### config.mk
export PLATFORM = sky130hd
export DESIGN_NAME = adc045_scan_ctrl
export DESIGN_NICKNAME = d
export VERILOG_FILES = /design/src/rtl/adc045_scan_ctrl.sv
export SDC_FILE = /design/constraint.sdc
export NUM_CORES = 1
export LEC_CHECK = 0
export CORE_AREA = 5 5 98 91
export CTS_CLUSTER_DIAMETER = 200
export DETAILED_ROUTE_END_ITERATION = 10
export DIE_AREA = 0 0 103 96
export DONT_BUFFER_PORTS = 1
export PLACE_DENSITY_LB_ADDON = 0.08
export SYNTH_ARGS = -nofsm -noshare
export SYNTH_HDL_FRONTEND = slang
export SYNTH_SLANG_ARGS = --single-unit
export TNS_END_PERCENT = 5
### constraint.sdc
create_clock -name clk -period 1.85 [get_ports clk]
set_clock_uncertainty 0.15 [all_clocks]
set_input_delay 0.185 -clock clk [delete_from_list [all_inputs] [get_ports clk]]
set_output_delay 0.185 -clock clk [all_outputs]
set_load 0.02 [all_outputs]
### src/rtl/adc045_scan_ctrl.sv
// Multiplexed-ADC scan controller: on a sync edge, walks the enabled channels in
// ascending order, settles the analog mux, requests one conversion, and reports each result.
`timescale 1ns/1ps
module adc045_scan_ctrl #(
  parameter int N_CH        = 4,
  parameter int SETTLE_CYC  = 16,
  parameter int TIMEOUT_CYC = 4096
) (
  input  logic                    clk,
  input  logic                    rst_l,
  input  logic                    sync,
  input  logic [N_CH-1:0]         ch_mask,
  input  logic                    sample_valid,
  input  logic [23:0]             sample_data,
  output logic [$clog2(N_CH)-1:0] a_mux,
  output logic                    conv_start,
  output logic                    res_valid,
  output logic [$clog2(N_CH)-1:0] res_ch,
  output logic [23:0]             res_data,
  output logic                    frame_done,
  output logic                    busy,
  output logic                    err_timeout,
  output logic                    err_overrun
);

  localparam int CH_W  = $clog2(N_CH);
  localparam int PTR_W = CH_W + 1;
  localparam int SET_W = $clog2(SETTLE_CYC + 1);
  localparam int TMO_W = $clog2(TIMEOUT_CYC);

  typedef enum logic [2:0] {IDLE, SETTLE, START, WAIT, NEXT, DONE} state_e;

  state_e            state_q, state_d;
  logic [N_CH-1:0]   mask_q, mask_d;
  logic [PTR_W-1:0]  ptr_q, ptr_d;
  logic [CH_W-1:0]   mux_q, mux_d;
  logic [SET_W-1:0]  settle_q, settle_d;
  logic [TMO_W-1:0]  tmo_q, tmo_d;
  logic              res_valid_q, res_valid_d;
  logic [CH_W-1:0]   res_ch_q, res_ch_d;
  logic [23:0]       res_data_q, res_data_d;
  logic              err_tmo_q, err_tmo_d;
  logic              err_ovr_q;
  logic              sync_q, armed_q;
  logic              sync_edge;
  logic              hit;
  logic [CH_W-1:0]   hit_ch;

  // armed_q blocks the first cycle after reset, so a sync held high through
  // reset release is never mistaken for a rising edge.
  assign sync_edge = armed_q & sync & ~sync_q;

  // Lowest enabled channel at or above the search pointer.
  always_comb begin
    hit    = 1'b0;
    hit_ch = '0;
    for (int i = N_CH - 1; i >= 0; i--) begin
      if (mask_q[i] && (i >= int'(ptr_q))) begin
        hit    = 1'b1;
        hit_ch = CH_W'(i);
      end
    end
  end

  always_comb begin
    // NOTE: every variable gets a default before the case so no path leaves it unassigned (no latch).
    state_d     = state_q;
    mask_d      = mask_q;
    ptr_d       = ptr_q;
    mux_d       = mux_q;
    settle_d    = settle_q;
    tmo_d       = tmo_q;
    res_valid_d = 1'b0;
    res_ch_d    = res_ch_q;
    res_data_d  = res_data_q;
    err_tmo_d   = 1'b0;
    unique case (state_q)
      IDLE: begin
        if (sync_edge) begin
          mask_d  = ch_mask;
          ptr_d   = '0;
          state_d = NEXT;
        end
      end
      NEXT: begin
        if (hit) begin
          mux_d    = hit_ch;
          settle_d = '0;
          state_d  = SETTLE;
        end else begin
          state_d = DONE;
        end
      end
      SETTLE: begin
        // First SETTLE cycle is the mux switch itself; SETTLE_CYC stable cycles follow it.
        if (settle_q == SET_W'(SETTLE_CYC)) state_d = START;
        else                                settle_d = settle_q + SET_W'(1);
      end
      START: begin
        tmo_d   = '0;
        state_d = WAIT;
      end
      WAIT: begin
        if (sample_valid) begin
          res_valid_d = 1'b1;
          res_ch_d    = mux_q;
          res_data_d  = sample_data;
          ptr_d       = {1'b0, mux_q} + PTR_W'(1);
          state_d     = NEXT;
        end else if (tmo_q == TMO_W'(TIMEOUT_CYC - 1)) begin
          err_tmo_d = 1'b1;
          ptr_d     = {1'b0, mux_q} + PTR_W'(1);
          state_d   = NEXT;
        end else begin
          tmo_d = tmo_q + TMO_W'(1);
        end
      end
      DONE:    state_d = IDLE;
      default: state_d = IDLE;
    endcase
  end

  // NOTE: every register, including the result word, has an async reset so outputs are defined immediately.
  always_ff @(posedge clk or negedge rst_l) begin
    if (!rst_l) begin
      state_q     <= IDLE;
      mask_q      <= '0;
      ptr_q       <= '0;
      mux_q       <= '0;
      settle_q    <= '0;
      tmo_q       <= '0;
      res_valid_q <= 1'b0;
      res_ch_q    <= '0;
      res_data_q  <= '0;
      err_tmo_q   <= 1'b0;
      err_ovr_q   <= 1'b0;
      sync_q      <= 1'b0;
      armed_q     <= 1'b0;
    end else begin
      // NOTE: non-blocking assignments so every register samples pre-edge values.
      state_q     <= state_d;
      mask_q      <= mask_d;
      ptr_q       <= ptr_d;
      mux_q       <= mux_d;
      settle_q    <= settle_d;
      tmo_q       <= tmo_d;
      res_valid_q <= res_valid_d;
      res_ch_q    <= res_ch_d;
      res_data_q  <= res_data_d;
      err_tmo_q   <= err_tmo_d;
      err_ovr_q   <= sync_edge & (state_q != IDLE);
      sync_q      <= sync;
      armed_q     <= 1'b1;
    end
  end

  assign a_mux       = mux_q;
  assign conv_start  = (state_q == START);
  assign res_valid   = res_valid_q;
  assign res_ch      = res_ch_q;
  assign res_data    = res_data_q;
  assign frame_done  = (state_q == DONE);
  assign busy        = (state_q != IDLE);
  assign err_timeout = err_tmo_q;
  assign err_overrun = err_ovr_q;

endmodule

==> flow_summary.toml, run 1 <==
[global_route]
antenna_found_initial = 0
grt_pass1_vias = 1973
grt_max_degree = 61
gr-total-overflow = 0
grt_pass1_wl_um = 9960
track_usage = 0.133

[floorplanning]
io_pins = 66
rows = 31
fp.coreArea_um2 = 7840
die_w_um = 103
start_util = 0.340
fp.dieH_um = 96
dieArea_um2 = 9890

[final_layout]
n_antenna_cell = 0
nets = 318
postLayoutCellArea_um2 = 3620
multi_input_area_um2 = 1150
areaGrowthSynthToFinish_pct = 35.9
seqCellArea_um2 = 1500
n_fill_cell = 718
drive_gt1_frac = 0.223

[power_and_ir_drop]
power.switching_w = 0.00138
power.density_nw_per_um2 = 1180
power_leakage_nw = 1.68
ir_worst_vdd_v = 0.000599
p_int_w = 0.00288
seq_power_share = 0.457
switching_share = 0.324
combPwrFrac = 0.222
p_clk_frac = 0.320

[outcome]
outcome = "complete, but fails checks"
violations = "hold timing, setup timing"

[placement]
place.gp.congestion = 0.755
dpl_worst_slack_ps = -96.0
hpwl_um = 3990
port_buffers = 0
place_area_um2 = 2940

[routing]
antenna_left = 0
drc = 0
vias_per_cell = 5.01
wl_um = 6070
post_drt_wl_per_cell_um = 15.7
num_vias = 1935
firstDrtPassIters = 4
drt_iter0_drc = 78

[yosys]
yosysSeqAreaShare = 0.564
synth_area_leaders = "dfrtp_1 56%, mux2_1 11%, nand2_1 2.1%, ha_1 1.9%, a21oi_1 1.7%"
syn_nets = 259
ys_ff_latch = 60
async_flop_share = 1.00
synth_cells = 223
syn_area_per_cell_um2 = 11.9
ys_types = 49
synth_area_um2 = 2660
synth_edf_count = 0
yosys_warnings = 0
synth_top_cell_by_area = "dfrtp_1"
synthFlopType = "dfrtp_1"
synth_top_area_share = 0.564

[clocking]
clkTransAtPathRegs_ps = 70
cts_max_path_buffers = 2
cts_root_buf = "clkbuf_8"
numCtsBuffers = 9
cts-htree-levels = 3
clock-sinks = 60
worstSkewPairLatency_ps = 350
cts_tree = "done"

[hold_path]
hold_start = "sample_valid"
holdPathStages = 3
hold_end = "res_valid"
worstHoldPathType = "in -> reg"

[flow_run]
drv_cap = 0

[setup_path]
reg2reg_setup_slack_ps = -30
path_class = "reg -> reg"
reg2reg_to = "tmo_q[10]"
worstSetupStartpointType = "register"
cp_max_fo = 2
ff2ff_path_depth = 4
crit_arrival_ps = 2010
crit_path_end_kind = "register"
r2r_start = "state_q[2]"
required_ps = 1980

[timing]
setup_ws_ps = -26.5
hold_viol_final = 1
rsz0062_at_grt = "true"
fin_crit_ps = 1880
slew_viol_final = 0
setup_tns_ps = -27.3
finalCritPeriodShare = 1.01
setup_viol = 2
holdWs_ps = -2.93
maxClockFrequency_mhz = 533
[kinds of logic (layout without fill, tap and decap cells)]
family                     Yosys count  after routing  share of synthesized area
DFF                                 60             60                      0.564
AOI/OAI and AO/OA                   37             37                     0.0946
muxes                               32             32                      0.134
and+or+nand+nor                     68             68                      0.151
adders and majority gates            4              4                     0.0188
buffers and inverters               18             82                     0.0268
xor gates and xnor gates             3              3                    0.00988
other                                1              1                    0.00141
[synthesized netlist by cell type, drive strengths merged, types with 3 or more instances]
library cell  instances
clkbuf                6
mux2i                 4
nor2                 10
or4                   3
nor3                  4
nand3                 9
mux2                 28
or3                   3
o31ai                 5
a21oi                 9
o311ai                3
nor2b                 3
buf                   3
nand2                16
inv                   9
nand4                 5
ha                    4
xor2                  3
dfrtp                60
a32o                  3
o21ai                 7
[metal layers]
layer	wire length, um	global-route usage
met1	2720	0.165
met2	2900	0.213
met3	347	0.0435
met4	106	0.0550
met5	0	0
[cells in the final DEF, fill, tap and decap left out, types with 4 or more instances in the layout]
master         Yosys  layout
inv_1              8       8
clkbuf_8           0      10
a21oi_1            9       7
nand4_1            5       5
dlygate4sd3_1      0      30
mux2i_1            4       4
o21ai_0            6       6
nand3_1            9       8
mux2_1            25      25
buf_4              0      19
dfrtp_1           60      60
o31ai_1            5       5
buf_6              0       5
nand2_1           15      15
nor2_1             9       9
[state kept, by name, summed over array words and instances, names as in the netlist]
| name | count |
|---|---|
| res_data | 24 |
| tmo_q | 12 |
| settle_q | 5 |
| mask_q | 4 |
| ptr_q | 3 |
| state_q | 3 |
| a_mux | 2 |
| res_ch | 2 |
| armed_q | 1 |
| err_overrun | 1 |
| err_timeout | 1 |
| res_valid | 1 |
| sync_q | 1 |
[what timing repair did]
| item | CTS | global route |
|---|---|---|
| gates cloned | 0 | 0 |
| endpoints found under the setup margin | 10 | 18 |
| endpoints found under the hold margin | 91 | 0 |
| buffers inserted | 1 | 2 |
| resized for setup | 8 | 10 |
| hold buffers | 31 | 0 |
| pin swaps | 2 | 5 |
[final cells by class]
type / count / share of cell area
repair buffers: 57 / 0.157
clock buffers: 10 / 0.0381
multi-input cells: 145 / 0.318
inverters: 9 / 0.0114
flip-flops and latches: 60 / 0.415
clock inverters: 6 / 0.0260
well taps: 99 / 0.0343
[metrics by stage]
stage / utilization / hold WS (ps) / cells / total power [W]
6_report: 0.462 / -2.93 / 386 / 0.00426
4_1_cts: 0.455 / -10.9 / 384 / 0.00431
3_5_place_dp: 0.376 / -259 / 336 / 0.00279
3_3_place_gp: 0.376 / -259 / 336 / 0.00279
2_1_floorplan: - / -261 / 223 / 0.00249
5_1_grt: 0.462 / 10.4 / 386 / 0.00453
[how the worst max path moves through the flow]
stage	slack, ps	depth (start not counted)	to	startpoint
global placement	-80	5	ptr_q[0]	state_q[2]
CTS	-40	4	tmo_q[10]	state_q[2]
finish	-30	4	tmo_q[10]	state_q[2]
global route	-80	4	tmo_q[10]	state_q[2]
detailed placement	-100	5	ptr_q[0]	state_q[2]
floorplan	-30	5	tmo_q[10]	tmo_q[0]
[power by group through the flow]
stage          logic (W)  registers [W]  clock network, W
2_1_floorplan   0.000574        0.00191                 0
4_1_cts         0.000954        0.00195           0.00141
6_report        0.000947        0.00195           0.00136
3_5_place_dp    0.000826        0.00196                 0
3_3_place_gp    0.000825        0.00197                 0
5_1_grt          0.00107        0.00199           0.00147
[worst max-delay path, stage by stage, from the launching register on]
cell	delay [ps]
dfrtp_1	400
nand4bb_4	240
or3_4	390
or4_4	520
a21oi_2	120
No activity file was read; power rests on OpenSTA's default activity.
==> run 2: changes to the inputs <==
==> constraint.sdc (replaced) <==
create_clock -name clk -period 1.85 [get_ports clk]
set_clock_uncertainty 0.15 [all_clocks]
set_input_delay 0.185 -clock clk [delete_from_list [all_inputs] [get_ports clk]]
set_output_delay 0.185 -clock clk [all_outputs]
set_load 0.005 [all_outputs]
==> run 2 against run 1 <==
The flow now finishes without violations. Via count fell by 0.36%. Hold slack improved by 120 ps. Power fell by 5.6%. Non-clock buffer count rose by 4. Combinational power fell by 7.0%. Final cell count rose by 1.0%. First-iteration DRC count fell by 56%. Die area did not move. Flip-flop and latch count did not move.
==> flow_summary.toml, run 2 (same netlist as run 1, synthesis figures left out) <==
[timing]
maxClockFrequency_mhz = 544
finalCritPeriodShare = 0.993
slew_viol_final = 0
setup_tns_ps = 0
holdWs_ps = 117
fin_crit_ps = 1840
hold_viol_final = 0
rsz0062_at_grt = "true"
setup_viol = 0

[global_route]
grt_max_degree = 61
grt_pass1_vias = 2018
track_usage = 0.133
gr-total-overflow = 0
antenna_found_initial = 0
grt_pass1_wl_um = 9970

[routing]
antenna_left = 0
post_drt_wl_per_cell_um = 15.2
firstDrtPassIters = 4
vias_per_cell = 4.94
wl_um = 5950
drc = 0
drt_iter0_drc = 34
num_vias = 1928

[final_layout]
n_fill_cell = 714
largest_reg_flops = 24
nets = 322
n_antenna_cell = 0
areaGrowthSynthToFinish_pct = 36.0
seqCellArea_um2 = 1500
instances_no_fill = 390
multi_input_area_um2 = 1150
mostFrequentLayoutCell = "dfrtp_1"
final_cell_mix = "59 x dfrtp_1, 31 x dlygate4sd3_1, 27 x buf_4"
drive_gt1_frac = 0.223

[setup_path]
crit_arrival_ps = 1900
path_class = "reg -> reg"
required_ps = 1920
worstSetupStartpointType = "register"
cp_max_fo = 7
crit_path_end_kind = "register"

[clocking]
cts_max_path_buffers = 2
clkTransAtPathRegs_ps = 70
numCtsBuffers = 9
clock-sinks = 60
cts-htree-levels = 3
cts_tree = "done"
worstSkewPairLatency_ps = 340
cts_root_buf = "clkbuf_8"

[floorplanning]
fp.dieH_um = 96
rows = 31
fp.coreArea_um2 = 7840
dieArea_um2 = 9890
io_pins = 66
die_w_um = 103
start_util = 0.340

[power_and_ir_drop]
power_leakage_nw = 1.70
combPwrFrac = 0.219
p_clk_frac = 0.329
power.density_nw_per_um2 = 1110
power.switching_w = 0.00118
ir_worst_vdd_v = 0.000451
switching_share = 0.293
p_int_w = 0.00284
seq_power_share = 0.452

[outcome]
outcome = "complete, no violations"

[placement]
port_buffers = 0
place.gp.congestion = 0.759
hpwl_um = 3940
dp_cells = 340

[hold_path]
worstHoldPathType = "in -> reg"

[flow_run]
drv_cap = 0
run 2: cell count changes in the layout (fill, tap and decap cells not counted), moves of 2 or more:
cell / delta
buf_4: +8
buf_6: -5
or4_4: -2
or4_1: +2
clkinv_2: +2
run 2: timing repair:
item | CTS | global route
setup buffers | 0 | 2
hold endpoints to repair | 91 | 0
hold buffers | 32 | 0
resized for setup | 5 | 6
endpoints found under the setup margin | 6 | 16
run 2: path summary, 6_finish.rpt:
kind	startpoint	end	slack, ps	cells past startpoint
worst max-delay path	state_q[2]	mask_q[2]	10	5
worst min-delay path	sample_valid	tmo_q[4]	120	3
worst max register to register	state_q[2]	mask_q[2]	10	5
worst min register to register	mask_q[0]	mask_q[0]	360	1
max in group asynchronous	rst_l	state_q[0]	1050	2
min in group asynchronous	rst_l	res_data[10]	230	2
run 2: power by group through the flow:
stage	Combinational, W	Sequential (W)	Clock, W
after floorplan	0.000547	0.00177	0
after global placement	0.000763	0.00183	0
after detailed placement	0.000768	0.00183	0
after CTS	0.000883	0.00181	0.00137
after global routing	0.00102	0.00186	0.00143
final	0.000881	0.00182	0.00132
run 2: layout make-up:
class | count | share of cell area
clock buffer | 10 | 0.0380
clock inverter | 6 | 0.0242
inverter | 9 | 0.0107
multi-input combinational | 145 | 0.317
sequential | 60 | 0.415
tap | 99 | 0.0342
timing repair buffer | 61 | 0.160
run 2: critical path, stage by stage (launching register included):
cell and delay (ps):
dfrtp_1 380, buf_4 160, or3_1 440, nor2_4 170
buf_12 120, mux2_1 310
run 2: routing by layer:
metal	global-route usage	up-vias	routed length, um
li1	-	936	-
met1	0.164	942	2710
met2	0.210	43	2800
met3	0.0500	7	369
met4	0.0518	0	75
met5	0	-	0
run 2: metrics by stage:
stage	utilization	power [W]	setup slack, ps	instance area, um2
2_1_floorplan	-	0.00232	-26.1	2670
3_3_place_gp	0.381	0.00259	30.3	2980
5_1_grt	0.462	0.00430	-50.7	3620
6_report	0.462	0.00402	12.7	3620
3_5_place_dp	0.381	0.00259	-3.66	2980
4_1_cts	0.456	0.00406	-8.68	3570
